--- config.mk ---
export PLATFORM = sky130hd
export DESIGN_NAME = core_data_req_buffer
export DESIGN_NICKNAME = d
export VERILOG_FILES = /design/src/rtl/core_data_req_buffer.sv
export SDC_FILE = /design/constraint.sdc
export NUM_CORES = 1
export LEC_CHECK = 0
export ABC_CLOCK_PERIOD_IN_PS = 2400
export CORE_MARGIN = 10
export CORE_UTILIZATION = 65
export CTS_BUF_LIST = sky130_fd_sc_hd__clkbuf_8
export CTS_CLUSTER_SIZE = 20
export DETAILED_ROUTE_END_ITERATION = 16
export DONT_BUFFER_PORTS = 1
export GPL_ROUTABILITY_DRIVEN = 0
export HOLD_SLACK_MARGIN = 0.15
export PLACE_DENSITY = 0.91
export SYNTH_ARGS = -nofsm -noshare
export SYNTH_HDL_FRONTEND = slang
export SYNTH_SLANG_ARGS = --single-unit
export TNS_END_PERCENT = 1
--- constraint.sdc ---
create_clock -name clk_i -period 2.4 [get_ports clk_i]
set_input_delay 0.48 -clock clk_i [delete_from_list [all_inputs] [get_ports clk_i]]
set_output_delay 0.48 -clock clk_i [all_outputs]
set_load 0.01 [all_outputs]
--- src/rtl/core_data_req_buffer.sv ---
// Elastic request/response stage between a cluster core data port and the
// TCDM/peripheral interconnect. One registered request slot, a registered
// response path, an in-flight credit counter and a hold/drain handshake that
// lets recovery logic quiesce the core's memory traffic.
module core_data_req_buffer #(
   parameter  int unsigned MAX_OUTSTANDING = 4,
   localparam int unsigned CNT_W           = $clog2(MAX_OUTSTANDING + 1)
) (
   input  logic             clk_i,
   input  logic             rst_i,
   input  logic             core_req_i,
   input  logic [31:0]      core_add_i,
   input  logic             core_we_i,
   input  logic [31:0]      core_wdata_i,
   input  logic [3:0]       core_be_i,
   output logic             core_gnt_o,
   output logic             core_r_valid_o,
   output logic [31:0]      core_r_rdata_o,
   output logic             mem_req_o,
   output logic [31:0]      mem_add_o,
   output logic             mem_we_o,
   output logic [31:0]      mem_wdata_o,
   output logic [3:0]       mem_be_o,
   input  logic             mem_gnt_i,
   input  logic             mem_r_valid_i,
   input  logic [31:0]      mem_r_rdata_i,
   input  logic             hold_i,
   output logic             drained_o,
   output logic [CNT_W-1:0] inflight_o,
   output logic             err_o
);

   localparam logic [1:0] ST_RUN    = 2'd0;
   localparam logic [1:0] ST_DRAIN  = 2'd1;
   localparam logic [1:0] ST_HALTED = 2'd2;

   localparam logic [CNT_W-1:0] MAX_CNT = CNT_W'(MAX_OUTSTANDING);
   localparam logic [CNT_W-1:0] ONE_CNT = CNT_W'(1);

   logic [1:0]       r_state;
   logic             r_stage_valid;
   logic [31:0]      r_add;
   logic             r_we;
   logic [31:0]      r_wdata;
   logic [3:0]       r_be;
   logic [CNT_W-1:0] r_inflight;
   logic             r_rvalid;
   logic [31:0]      r_rdata;
   logic             r_err;

   logic             w_grant;
   logic             w_accept;
   logic             w_discard;
   logic             w_quiet;
   logic [CNT_W-1:0] w_unanswered;

   // Transactions accepted but whose response has not yet been captured.
   assign w_unanswered = r_inflight - (r_rvalid ? ONE_CNT : '0);

   // Grant gating: only in RUN, no hold, slot free or freeing, credit left.
   always_comb begin
      w_grant = core_req_i & (r_state == ST_RUN) & ~hold_i &
                (~r_stage_valid | mem_gnt_i) & (r_inflight < MAX_CNT);
   end

   assign w_accept  = core_req_i & w_grant;
   assign w_discard = mem_r_valid_i & (w_unanswered == '0);

   // The response currently in the register retires on this edge, so the
   // stage is quiet once nothing is staged and nothing else is unanswered;
   // drained_o then rises the cycle after the last core response.
   assign w_quiet = ~r_stage_valid & (w_unanswered == '0);

   // Request slot: load on accept, free on interconnect grant.
   always_ff @(posedge clk_i) begin
      if (rst_i) begin
         r_stage_valid <= 1'b0;
         r_add         <= '0;
         r_we          <= 1'b0;
         r_wdata       <= '0;
         r_be          <= '0;
      end else if (w_accept) begin
         r_stage_valid <= 1'b1;
         r_add         <= core_add_i;
         r_we          <= core_we_i;
         r_wdata       <= core_wdata_i;
         r_be          <= core_be_i;
      end else if (mem_gnt_i && r_stage_valid) begin
         r_stage_valid <= 1'b0;
      end
   end

   // Response register: forward matched responses, hold data otherwise.
   always_ff @(posedge clk_i) begin
      if (rst_i) begin
         r_rvalid <= 1'b0;
         r_rdata  <= '0;
      end else begin
         r_rvalid <= mem_r_valid_i & ~w_discard;
         if (mem_r_valid_i && !w_discard) begin
            r_rdata <= mem_r_rdata_i;
         end
      end
   end

   // In-flight counter: up on accept, down when a response reaches the core.
   always_ff @(posedge clk_i) begin
      if (rst_i) begin
         r_inflight <= '0;
      end else begin
         case ({w_accept, r_rvalid})
            2'b10:   r_inflight <= r_inflight + ONE_CNT;
            2'b01:   r_inflight <= r_inflight - ONE_CNT;
            default: r_inflight <= r_inflight;
         endcase
      end
   end

   // Sticky error on a response nothing is waiting for.
   always_ff @(posedge clk_i) begin
      if (rst_i) begin
         r_err <= 1'b0;
      end else if (w_discard) begin
         r_err <= 1'b1;
      end
   end

   // Hold/drain state machine.
   always_ff @(posedge clk_i) begin
      if (rst_i) begin
         r_state <= ST_RUN;
      end else begin
         case (r_state)
            ST_RUN: begin
               if (hold_i) r_state <= ST_DRAIN;
            end
            ST_DRAIN: begin
               if (!hold_i)      r_state <= ST_RUN;
               else if (w_quiet) r_state <= ST_HALTED;
            end
            ST_HALTED: begin
               if (!hold_i) r_state <= ST_RUN;
            end
            default: r_state <= ST_RUN;
         endcase
      end
   end

   assign core_gnt_o     = w_grant;
   assign core_r_valid_o = r_rvalid;
   assign core_r_rdata_o = r_rdata;
   assign mem_req_o      = r_stage_valid;
   assign mem_add_o      = r_add;
   assign mem_we_o       = r_we;
   assign mem_wdata_o    = r_wdata;
   assign mem_be_o       = r_be;
   assign drained_o      = (r_state == ST_HALTED);
   assign inflight_o     = r_inflight;
   assign err_o          = r_err;

endmodule
==> impl_metrics.ini <==
[clock_tree]
path_clk_slew_ns = 0.09
clockBufferDepth = 2
htree_num_levels = 3
cts_tree = yes
cts.sinks = 109
root_buffer = clkbuf_8
ctsHoldBuffers = 0
postCtsSetupBuffers = 0
insertion_delay_ns = 0.34
cts_made_buffers = 9
cts_resized = 0

[global_route]
met3_usage_pct = 10.3
track_usage_pct = 18.8
grt_use_met2_pct = 34.1
top_usage_layer = met2
grt_overflow_total = 0
first_global_vias = 2781
globalRouteMet1Util_pct = 17.4
grt_first_pass_wirelength_um = 15100
grt_max_degree = 74
antenna_found_initial = 0

[layout]
diodes = 0
fin_util_pct = 70.9
area.growth.synth_to_final_pct = 4.02
final.fill_count = 432
drive_gt1_share_pct = 6.63
fin_area_mm2 = 0.00427
fin_cells = 482
fin_nets = 512

[setup_path]
setup.worst_path.end_class = primary output
critPathKind = reg -> out
crit_fanout = 70
crit_arrival_ns = 1.75
setup.worst_path.start_class = flop
critical_path_required_ns = 1.92

[outcome]
outcome = finished, final reports clean

[floorplanning]
die_h_um = 99.5
dieArea_mm2 = 0.00989
core_mm2 = 0.00603
die_w_um = 99.5
rows = 28
start_util_pct = 68.1
ioPinCount = 216

[sta]
max-slew-margin-rel_pct = 47.0
finalSetupTns_ns = 0
worst_pin_slew_ns = 0.793
finalCriticalPeriod_ns = 2.23
setup_viol = 0
finalHoldViolCount = 0
finClkSkew_ns = 0.00892
min_period_over_period_pct = 93.1
drv_slew = 0
max_freq_mhz = 448
grt_setup_unrepaired = no

[synth]
synthesis.nets = 524
synth_edf_count = 0
ys_types = 27
async_flop_share_pct = 0
yosysMostFrequentCell = nand2_1
ys_top_cells_by_count = nand2_1 (139), dfxtp_1 (109), mux2i_1 (69)
synth_cells = 414
yosysSeqAreaShare_pct = 53.2
synth_top_cell_by_area = dfxtp_1
netlist_area_mm2 = 0.00411
ys_seq_elements = 109
yosys_warnings = 0
avgSynthCellArea_um2 = 9.92
synth_ff_type = dfxtp_1
synth.top_cell.area_share_pct = 53.2
synth.area.top_cells = dfxtp_1 (53%), mux2i_1 (17%), nand2_1 (13%), a22o_1 (6.8%), buf_2 (1.8%)

[route]
via_per_inst = 5.81
drc_errors = 0
first_pass_iters = 4
postRouteAntennaNets = 0
wl_per_cell_um = 21.1
wl_um = 10200
drt_iter0_markers = 91
vias = 2799

[flow_run]
cap_violations = 0

[hold_path]
hp-class = in -> reg

[power_and_ir_drop]
ir_drop_v = 0.000652
cellPowerDensity_mw_per_mm2 = 994
p_leak_nw = 1.65

[placement]
port_buffers = 0
placed_area_mm2 = 0.00409
dp_hpwl_um = 7910
numPlacedInstances = 466
-- worst paths after layout --
path | endpoint | slack (ns) | from | cells past startpoint
max | core_gnt_o | 0.17 | inflight_o[2] | 3
min | inflight_o[2] | 0.19 | rst_i | 1
max reg2reg | inflight_o[2] | 0.19 | inflight_o[2] | 9
min reg2reg | r_state[0] | 0.51 | r_state[1] | 1
-- cell families (layout without fill, tap and decap cells) --
logic type,Yosys count,count (layout),synth area share [%]
multiplexers,69,69,16.8
buffers and inverters,36,29,5.03
XOR/XNOR,3,3,0.823
flip-flops,109,109,53.2
AND/OR/NAND/NOR,153,153,14.5
AO/OA/AOI/OAI,41,41,8.53
adder cells (fa/ha/maj),3,3,1.10
-- power breakdown --
group	switching, mW	internal, mW
Combinational	0.419	0.355
Clock	0.585	0.405
Sequential	0.375	2.11
-- placed cells by master, fill, tap and decap left out, types with 2 or more instances in the layout --
cell / instances
a21oi_1: 3
a22o_1: 32
buf_4: 6
clkbuf_8: 10
clkinvlp_4: 2
dfxtp_1: 109
ha_1: 2
inv_1: 6
mux2i_1: 69
nand2_1: 139
nand2b_1: 2
nor2_1: 6
nor2b_1: 3
xor2_1: 2
-- area by class of cell --
cell class	count	area (um^2)	share of cell area [%]
Timing Repair Buffer	7	65.1	1.52
Sequential cell	109	2180	51.1
Tap cell	75	93.8	2.20
Multi-Input combinational cell	269	1730	40.5
Clock buffer	10	138	3.22
Clock inverter	6	40.0	0.938
Inverter	6	23.8	0.557
-- worst max-delay path, stage by stage (launching register included) --
cell	delay, ns
dfxtp_1	0.42
nor3_1	0.24
and4b_4	0.29
buf_12	0.38
-- registers in the layout, summed over array words and instances (netlist names) --
name	cells
mem_wdata_o	32
r_state	2
mem_add_o	32
mem_we_o	1
core_r_rdata_o	32
core_r_valid_o	1
err_o	1
inflight_o	3
mem_req_o	1
mem_be_o	4
-- per-layer routing --
| layer | part of all wire (%) | vias to the layer above |
|---|---|---|
| met1 | 34 | 1303 |
| li1 | - | 1353 |
| met2 | 53 | 134 |
| met3 | 13 | 9 |
| met4 | 0.75 | 0 |
| met5 | 0 | - |
-- through the flow --
stage	power [mW]	setup WS [ns]	hold slack (ns)
floorplan	3.10	0.217	0.427
global placement	3.23	0.301	0.475
detailed placement	3.30	0.198	0.490
CTS	4.27	0.183	0.175
global route	4.45	0.110	0.170
finish	4.25	0.166	0.193
No activity file was read; power rests on OpenSTA's default activity.
